File: src/rtl/minifloat_pkg.sv
`timescale 1ns/1ps
// Shared definitions for the 8-bit minifloat (1 sign, 3 exponent, 4 fraction, hidden 1) divider.
package minifloat_pkg;
  localparam int unsigned SIGN_W  = 1;
  localparam int unsigned EXP_W   = 3;
  localparam int unsigned FRAC_W  = 4;
  localparam int unsigned MF_W    = SIGN_W + EXP_W + FRAC_W;
  localparam int          EXP_BIAS_DEFAULT = 3;

  localparam logic [MF_W-1:0] MF_ZERO    = 8'h00;
  localparam logic [MF_W-2:0] MF_MAX_MAG = 7'h7F;

  // Mantissa quotient bits produced by the restoring divider (Q0..Q5).
  localparam int unsigned DIV_STEPS = 6;

  typedef enum logic [1:0] {
    IDLE,
    DIVIDE,
    NORM,
    DONE
  } state_t;
endpackage

File: src/rtl/minifloat_divider_if.sv
`timescale 1ns/1ps
// Operand/result handshake bundle of the minifloat divider.
interface minifloat_divider_if;
  logic       in_valid;
  logic       in_ready;
  logic [7:0] a;
  logic [7:0] b;
  logic       out_valid;
  logic       out_ready;
  logic [7:0] q;
  logic       div_by_zero;
  logic       overflow;
  logic       underflow;

  modport master (
    output in_valid, a, b, out_ready,
    input  in_ready, out_valid, q, div_by_zero, overflow, underflow
  );

  modport slave (
    input  in_valid, a, b, out_ready,
    output in_ready, out_valid, q, div_by_zero, overflow, underflow
  );
endinterface

File: src/rtl/mf_div_step.sv
`timescale 1ns/1ps
// One restoring division step on the 6-bit partial remainder.
module mf_div_step (
  input  logic [5:0] r,
  input  logic [4:0] d,
  output logic [5:0] r_next,
  output logic       q_bit
);
  logic [5:0] diff;

  always_comb begin
    q_bit  = (r >= {1'b0, d});
    diff   = q_bit ? (r - {1'b0, d}) : r;
    r_next = diff << 1;
  end
endmodule

File: src/rtl/minifloat_divider.sv
`timescale 1ns/1ps
// Multi-cycle minifloat divider: restoring mantissa division, then one-cycle normalise/pack.
module minifloat_divider
  import minifloat_pkg::*;
#(
  parameter int EXP_BIAS = EXP_BIAS_DEFAULT
) (
  input logic                clk,
  input logic                rst_n,
  minifloat_divider_if.slave bus
);
  state_t      state;
  logic [2:0]  step_cnt;
  logic [5:0]  rem;
  logic [4:0]  div_d;
  logic [5:0]  quot;
  logic        sign;
  logic [2:0]  ea;
  logic [2:0]  eb;
  logic        in_ready_r;
  logic        out_valid_r;
  logic [7:0]  q_r;
  logic        dz_r;
  logic        ov_r;
  logic        uf_r;

  logic [5:0]        rem_next;
  logic              q_bit;
  logic [3:0]        frac;
  logic              adj;
  logic signed [4:0] e_res;

  mf_div_step u_step (
    .r      (rem),
    .d      (div_d),
    .r_next (rem_next),
    .q_bit  (q_bit)
  );

  // Quotient lies in (0.5, 2): Q0 tells whether a one-place left shift is needed.
  always_comb begin
    frac  = quot[5] ? quot[4:1] : quot[3:0];
    adj   = ~quot[5];
    e_res = 5'({2'b00, ea}) - 5'({2'b00, eb}) + 5'(EXP_BIAS) - 5'(adj);
  end

  always_ff @(posedge clk or negedge rst_n) begin
    if (!rst_n) begin
      state       <= IDLE;
      step_cnt    <= '0;
      rem         <= '0;
      div_d       <= '0;
      quot        <= '0;
      sign        <= 1'b0;
      ea          <= '0;
      eb          <= '0;
      in_ready_r  <= 1'b1;
      out_valid_r <= 1'b0;
      q_r         <= MF_ZERO;
      dz_r        <= 1'b0;
      ov_r        <= 1'b0;
      uf_r        <= 1'b0;
    end else begin
      case (state)
        IDLE: begin
          if (bus.in_valid) begin
            in_ready_r <= 1'b0;
            dz_r       <= 1'b0;
            ov_r       <= 1'b0;
            uf_r       <= 1'b0;
            sign       <= bus.a[7] ^ bus.b[7];
            ea         <= bus.a[6:4];
            eb         <= bus.b[6:4];
            if (bus.b == MF_ZERO) begin
              q_r         <= {bus.a[7] ^ bus.b[7], MF_MAX_MAG};
              dz_r        <= 1'b1;
              out_valid_r <= 1'b1;
              state       <= DONE;
            end else if (bus.a == MF_ZERO) begin
              q_r         <= MF_ZERO;
              out_valid_r <= 1'b1;
              state       <= DONE;
            end else begin
              rem      <= {2'b01, bus.a[3:0]};
              div_d    <= {1'b1, bus.b[3:0]};
              quot     <= '0;
              step_cnt <= '0;
              state    <= DIVIDE;
            end
          end
        end
        DIVIDE: begin
          rem      <= rem_next;
          quot     <= {quot[4:0], q_bit};
          step_cnt <= step_cnt + 3'd1;
          if (step_cnt == 3'(DIV_STEPS - 1)) state <= NORM;
        end
        NORM: begin
          if (e_res > 5'sd7) begin
            q_r  <= {sign, MF_MAX_MAG};
            ov_r <= 1'b1;
          end else if (e_res < 5'sd0) begin
            q_r  <= MF_ZERO;
            uf_r <= 1'b1;
          end else begin
            q_r <= {sign, e_res[2:0], frac};
          end
          out_valid_r <= 1'b1;
          state       <= DONE;
        end
        DONE: begin
          if (bus.out_ready) begin
            out_valid_r <= 1'b0;
            in_ready_r  <= 1'b1;
            state       <= IDLE;
          end
        end
        default: state <= IDLE;
      endcase
    end
  end

  assign bus.in_ready    = in_ready_r;
  assign bus.out_valid   = out_valid_r;
  assign bus.q           = q_r;
  assign bus.div_by_zero = dz_r;
  assign bus.overflow    = ov_r;
  assign bus.underflow   = uf_r;
endmodule

File: src/flat_wrapper.sv
// flat-port wrapper written by rule: the top's interface ports become plain ports
module minifloat_divider_flat import minifloat_pkg::*;
#(
  parameter int EXP_BIAS = EXP_BIAS_DEFAULT
)
  (clk, rst_n, bus_in_valid, bus_a, bus_b, bus_out_ready, bus_in_ready, bus_out_valid, bus_q, bus_div_by_zero, bus_overflow, bus_underflow);
  minifloat_divider_if bus_i ();
  input logic clk;
  input logic rst_n;
  input wire logic [$bits(bus_i.in_valid)-1:0] bus_in_valid;
  input wire logic [$bits(bus_i.a)-1:0] bus_a;
  input wire logic [$bits(bus_i.b)-1:0] bus_b;
  input wire logic [$bits(bus_i.out_ready)-1:0] bus_out_ready;
  output wire logic [$bits(bus_i.in_ready)-1:0] bus_in_ready;
  output wire logic [$bits(bus_i.out_valid)-1:0] bus_out_valid;
  output wire logic [$bits(bus_i.q)-1:0] bus_q;
  output wire logic [$bits(bus_i.div_by_zero)-1:0] bus_div_by_zero;
  output wire logic [$bits(bus_i.overflow)-1:0] bus_overflow;
  output wire logic [$bits(bus_i.underflow)-1:0] bus_underflow;
  assign bus_i.in_valid = bus_in_valid;
  assign bus_i.a = bus_a;
  assign bus_i.b = bus_b;
  assign bus_i.out_ready = bus_out_ready;
  assign bus_in_ready = bus_i.in_ready;
  assign bus_out_valid = bus_i.out_valid;
  assign bus_q = bus_i.q;
  assign bus_div_by_zero = bus_i.div_by_zero;
  assign bus_overflow = bus_i.overflow;
  assign bus_underflow = bus_i.underflow;
  minifloat_divider #(.EXP_BIAS(EXP_BIAS)) u_core (.clk(clk), .rst_n(rst_n), .bus(bus_i));
endmodule
File: config.mk
export PLATFORM = sky130hd
export DESIGN_NAME = minifloat_divider_flat
export DESIGN_NICKNAME = d
export VERILOG_FILES = /design/src/rtl/minifloat_pkg.sv /design/src/rtl/minifloat_divider_if.sv /design/src/rtl/mf_div_step.sv /design/src/rtl/minifloat_divider.sv /design/src/flat_wrapper.sv
export SDC_FILE = /design/constraint.sdc
export NUM_CORES = 1
export LEC_CHECK = 0
export CORE_ASPECT_RATIO = 0.6
export CORE_UTILIZATION = 41
export CTS_CLUSTER_DIAMETER = 30
export CTS_CLUSTER_SIZE = 40
export DETAILED_ROUTE_END_ITERATION = 16
export GPL_TIMING_DRIVEN = 0
export SKIP_CTS_REPAIR_TIMING = 1
export SYNTH_ARGS = -nofsm -noshare
export SYNTH_HDL_FRONTEND = slang
export SYNTH_SLANG_ARGS = --single-unit
File: constraint.sdc
create_clock -name clk -period 3.25 [get_ports clk]
set_input_delay 0.325 -clock clk [delete_from_list [all_inputs] [get_ports clk]]
set_output_delay 0.325 -clock clk [all_outputs]
set_load 0.02 [all_outputs]
==> results of run 1 <==
==> placed cells by master, fill, tap and decap left out, types with 3 or more instances in the layout <==
master           count
dfrtp_1             41
nand2_1             37
clkdlybuf4s50_1     31
o21ai_0             27
inv_1               18
ha_1                17
a21oi_1             16
o21ai_1              9
nor2b_1              8
nor2_1               7
clkbuf_1             6
nor3_1               6
mux2i_1              6
a221oi_1             5
clkbuf_8             5
buf_2                4
mux2_2               4
nand2b_1             3
nand3_1              3
fa_1                 3
==> worst paths after layout <==
path                            startpoint              end  slack (ns)  depth (start not counted)
max                           u_core.eb[0]  u_core.bus.q[2]        0.33                          9
min                                  rst_n  u_core.div_d[0]       -0.02                          1
max reg2reg                   u_core.eb[0]  u_core.bus.q[2]        0.33                          9
min reg2reg                u_core.div_d[4]  u_core.div_d[4]        0.47                          2
max in group asynchronous            rst_n   u_core.quot[1]        2.76                          2
min in group clk           u_core.div_d[4]  u_core.div_d[4]        0.47                          2
==> power by group through the flow <==
stage                     registers [mW]  logic [mW]  clock network (mW)
final                              0.862        1.91               0.415
after global routing               0.886        2.18               0.452
after global placement             0.865        1.89                   0
after detailed placement           0.867        1.90                   0
after floorplan                    0.904        1.34                   0
after CTS                          0.860        1.92               0.427
==> layout make-up <==
class	count	area (um^2)
inverters	18	67.6
clock buffers	7	76.3
well taps	80	100
flip-flops and latches	42	1050
clock inverters	1	30.0
multi-input cells	186	1260
fillers	526	2670
plain buffers	10	53.8
repair buffers	33	343
==> cells by family after synthesis <==
kind of cell    after synthesis  share of synthesized area
compound gates               75                      0.187
xor+xnor                      4                     0.0144
fa+ha+maj                    20                      0.112
buf+inv                      28                     0.0499
flops                        42                      0.433
mux                          10                     0.0432
simple gates                 77                      0.160
==> synthesized netlist by cell type (2+ instances only) <==
master    count  area (um^2)
fa_1          3         60.1
o41ai_1       2         17.5
inv_1        18         67.6
nor2_1        7         26.3
nand2_1      37          139
xnor2_1       2         17.5
o21ai_0      27          135
nor4_2        2         25.0
nor3_1        6         30.0
clkbuf_1      4         15.0
a221oi_1      5         43.8
nor2b_1       8         50.1
a21oi_1      16         80.1
o21ai_1       9         45.0
dfrtp_1      41         1030
a31oi_1       2         12.5
xor2_1        2         17.5
mux2i_1       6         60.1
ha_1         17          213
buf_2         3         15.0
nor4_1        2         12.5
nand3_1       3         15.0
mux2_2        4         45.0
o221a_2       2         22.5
o21a_1        2         15.0
nand2b_1      3         18.8
==> state kept, by name (all words and copies together) (netlist names) <==
name and flops:
u_core.sign 1, u_core.rem 6, u_core.div_d 5, u_core.bus.div_by_zero 1
u_core.eb 3, u_core.bus.q 8, u_core.step_cnt 3, u_core.quot 6
u_core.bus.overflow 1, u_core.bus.in_ready 1, u_core.bus.underflow 1, u_core.ea 3
u_core.state 2, u_core.bus.out_valid 1
==> layer usage <==
layer / global-route usage / vias to the layer above
li1: - / 981
met1: 0.319 / 895
met2: 0.256 / 30
met3: 0.0499 / 4
met4: 0.0559 / 0
met5: 0 / -
==> stage by stage <==
stage          std cells  setup WS, ns
4_1_cts              377         0.318
6_report             377         0.334
5_1_grt              377         0.162
2_1_floorplan        256         0.598
3_3_place_gp         368         0.368
3_5_place_dp         369         0.341
==> critical path: stages (launching register included) <==
cell	delay (ns)
dfrtp_1	0.39
ha_1	0.23
fa_1	0.58
ha_1	0.21
inv_1	0.06
fa_1	0.37
or3_1	0.36
clkbuf_2	0.18
a221oi_1	0.30
o21ai_1	0.11
==> flow_summary.yaml, run 1 <==
synth:
  synth.avg_cell_area_um2: 9.50
  synth-seq-cells: 42
  synth_ff_type: "dfrtp_1"
  synth.distinct_cells: 49
  synth.net_count: 296
  synth_edf_count: 0
  postSynthCellCount: 256
  synth-async-reset-ratio: 1.00
  ys_seq_area_frac: 0.433
  synth_area_um2: 2430
  ys_warn_count: 0
sta:
  fin_crit_sh: 0.897
  fmax_mhz: 343
  layout_min_cycle_time_ns: 2.92
  setup_violations: 0
  relSlewSlack: 0.441
  rsz0062_at_grt: "false"
  holdWs_ns: -0.0165
  max_slew.worst_pin.slew_ns: 0.832
  fin_setup_tns_ns: 0
  finalHoldViolCount: 18
  maxSlewViolCount: 0
  fin_skew_ns: 0.0142
final_layout:
  post-route-util: 0.528
  synthToLayoutAreaGrowth_pct: 22.6
  final_nets: 336
  final_area_um2: 2980
  drive_above_1_share: 0.0976
  diodes: 0
place:
  dpl_cell_area_um2: 2870
  place.detailed.hpwl_um: 4290
  port_buffers: 32
  gp_congestion: 0.838
drt:
  routed-wl-met3_um: 201
  wirelength_um: 5520
  met1_length_um: 3310
  routed_via_density: 5.07
  wl_met2_um: 1970
  top_layer: "met4"
  wire_per_inst_um: 14.7
  antenna_left: 0
  drc: 0
  vias: 1910
  first_pass_iters: 4
  drt_iter0_markers: 80
cts:
  cts.sinks: 42
  worstSkewPairLatency_ns: 0.30
  clock_path_buffers: 2
  htree_levels: 2
  clk_pin_slew_ns: 0.09
  cts_root_buffer: "clkbuf_8"
  cts_tree: "built"
  cts_inserted_buffers: 5
grt:
  grt_pass1_wl_um: 9120
  grt_pass1_vias: 1754
  grt.total_usage: 0.200
  antenna_found_initial: 0
  grt_max_degree: 24
  overflow: 0
floorplan:
  dieArea_um2: 6250
  initial_core_util: 0.430
  core_um2: 5650
  die_w_um: 101
  die_y_um: 61.6
  ios: 33
  num_rows: 21
outcome:
  violations: "negative hold slack"
  outcome: "finished with violations"
min_path:
  min_path_type: "in2async"
run:
  drv_cap: 0
critical_path:
  crit_type: "reg2reg"
  critPathMaxFanout: 8
  cp_data_arrival_time_ns: 3.10
  critPathCaptureType: "flop"
  worstPathRequired_ns: 3.43
  start_kind: "flop"
pwr:
  p_seq_frac: 0.270
  intPower_mw: 1.81
  power_leakage_nw: 1.30
  power_mw: 3.19
  clockPowerShare: 0.130
  worst_ir_drop_vdd_mv: 0.387
  comb_power_share: 0.600
  p_per_area_nw_per_um2: 1070
  p_sw_frac: 0.431
  p_switching_mw: 1.38
No activity file was read; power rests on OpenSTA's default activity.
==> inputs of run 2 (changes only) <==
--- a/config.mk
+++ b/config.mk
@@ -15,3 +15,4 @@
 export SYNTH_ARGS = -nofsm -noshare
 export SYNTH_HDL_FRONTEND = slang
 export SYNTH_SLANG_ARGS = --single-unit
+export TNS_END_PERCENT = 50
==> results of run 2 <==
Final layout, timing and power as in run 1 (identical DEF).
==> inputs of run 3 (changes only) <==
--- a/config.mk
+++ b/config.mk
@@ -11,6 +11,7 @@
 export CTS_CLUSTER_SIZE = 40
 export DETAILED_ROUTE_END_ITERATION = 16
 export GPL_TIMING_DRIVEN = 0
+export REMOVE_ABC_BUFFERS = 1
 export SKIP_CTS_REPAIR_TIMING = 1
 export SYNTH_ARGS = -nofsm -noshare
 export SYNTH_HDL_FRONTEND = slang
==> run 3 against run 2 <==
Against the previous run:
- the run now ends clean
- global-route usage shrank 0.82 points
- clock skew shrank 0.0053 ns
- via count shrank 2.3%
- total power shrank 3.8%
- flip-flop and latch count is the same
- combinational power shrank 2%
- worst setup slack lost 0.0087 ns
- worst hold slack gained 0.42 ns
- wire length shrank 2.8%
- first-iteration DRC count grew 15%
- clock-buffer cell count is the same
==> flow_summary.yaml, run 3 (synthesis gave the netlist of run 1 again) <==
outcome:
  outcome: "completed"
sta:
  finalHoldViolCount: 0
  max_slew.worst_pin.slew_ns: 0.914
  relSlewSlack: 0.386
  maxSlewViolCount: 0
  setup_violations: 0
  rsz0062_at_grt: "false"
  fin_skew_ns: 0.00883
  fin_ws_ns: 0.325
  fin_crit_sh: 0.900
  fin_setup_tns_ns: 0
  layout_min_cycle_time_ns: 2.93
  fmax_mhz: 342
drt:
  drt_iter0_markers: 92
  vias: 1866
  routed_via_density: 5.07
  drc: 0
  first_pass_iters: 4
  wirelength_um: 5370
  antenna_left: 0
  wire_per_inst_um: 14.6
critical_path:
  critPathMaxStageDelay_ns: 0.59
  cp_data_arrival_time_ns: 3.10
  worstPathRequired_ns: 3.43
  critPathCaptureType: "flop"
  start_kind: "flop"
  regToRegSetupSlack_ns: 0.32
  crit_buf_inv: 1
  critPathMaxFanout: 8
  path_delay_family: "adder cells"
  crit_type: "reg2reg"
  path_cells: "ha_1 > fa_1 > ha_1 > inv_1 > fa_1 > or3_1 > a221oi_1 > o21ai_1"
  crit_slowest_cell: "fa_1"
floorplan:
  die_y_um: 61.6
  num_rows: 21
  initial_core_util: 0.430
  dieArea_um2: 6250
  die_w_um: 101
  core_um2: 5650
  ios: 33
cts:
  htree_levels: 2
  clk_pin_slew_ns: 0.08
  worstSkewPairLatency_ns: 0.29
  cts_root_buffer: "clkbuf_8"
  cts.sinks: 42
  cts_tree: "built"
  cts_inserted_buffers: 5
  clock_path_buffers: 2
pwr:
  p_sw_frac: 0.442
  clockPowerShare: 0.115
  p_per_area_nw_per_um2: 1050
  power_leakage_nw: 1.26
  comb_power_share: 0.608
  p_seq_frac: 0.278
  p_switching_mw: 1.36
  intPower_mw: 1.71
  worst_ir_drop_vdd_mv: 0.404
place:
  gp_congestion: 0.808
  port_buffers: 32
  dpl_cell_area_um2: 2810
  place.detailed.hpwl_um: 4060
  pre_cts_ws_ns: 0.231
  dp_cells: 359
final_layout:
  drive_above_1_share: 0.0868
  layout_commonest_cell: "dfrtp_1"
  final_nets: 327
  synthToLayoutAreaGrowth_pct: 20.1
  ff_latch_area_um2: 1050
  fillers: 555
  final_cell_count_no_fill: 368
  largest_reg_flops: 8
  final_area_um2: 2920
  diodes: 0
  layout_common_cells: "41 x dfrtp_1, 37 x nand2_1, 31 x clkdlybuf4s50_1, 27 x o21ai_0, 18 x inv_1"
  multi_input_area_um2: 1260
grt:
  grt_max_degree: 36
  grt_pass1_wl_um: 8830
  overflow: 0
  grt.total_usage: 0.191
  antenna_found_initial: 0
  grt_pass1_vias: 1724
min_path:
  min_path_type: "in2async"
run:
  drv_cap: 0
[run 3: through the flow]
stage                     hold WS (ns)  power [mW]   util
after floorplan                 0.0294        2.19      -
after global placement           0.432        2.69  0.495
after detailed placement         0.185        2.73  0.498
after CTS                       -0.135        3.09  0.514
after global routing             0.422        3.39  0.517
final                            0.400        3.07  0.517
[run 3: path summary, 6_finish.rpt]
kind / cells after the start / startpoint / endpoint
max in group asynchronous: 3 / rst_n / u_core.bus.in_ready
worst min register to register: 2 / u_core.div_d[4] / u_core.div_d[4]
worst min-delay path: 2 / rst_n / u_core.bus.q[0]
worst max register to register: 8 / u_core.eb[0] / u_core.bus.q[2]
worst max-delay path: 8 / u_core.eb[0] / u_core.bus.q[2]
min in group clk: 2 / u_core.div_d[4] / u_core.div_d[4]
[run 3: final cells by class]
| class | count | area share |
|---|---|---|
| multi-input cells | 186 | 0.433 |
| flip-flops and latches | 42 | 0.360 |
| repair buffers | 34 | 0.118 |
| well taps | 80 | 0.0343 |
| clock buffers | 7 | 0.0296 |
| inverters | 18 | 0.0231 |
| clock inverters | 1 | 0.00171 |
[run 3: power groups by stage]
| stage | Clock, mW | Sequential [mW] | Combinational [mW] |
|---|---|---|---|
| final | 0.352 | 0.853 | 1.87 |
| after floorplan | 0 | 0.904 | 1.29 |
| after global placement | 0 | 0.858 | 1.84 |
| after CTS | 0.362 | 0.854 | 1.88 |
| after detailed placement | 0 | 0.865 | 1.86 |
| after global routing | 0.391 | 0.882 | 2.11 |
[run 3: worst register-to-register path: cells and delay by family, from the launching register on]
kind,cells,cell delay (ns)
AO/OA/AOI/OAI,2,0.43
adder cells (fa/ha/maj),4,1.43
buffers and inverters,1,0.06
flip-flops,1,0.40
AND/OR/NAND/NOR,1,0.50
[run 3: metal layers]
layer / track usage / share of wire / up-vias
li1: - / - / 959
met1: 0.298 / 0.55 / 868
met2: 0.270 / 0.40 / 37
met3: 0.0454 / 0.054 / 2
met4: 0.0311 / 0.0026 / 0
met5: 0 / 0 / -
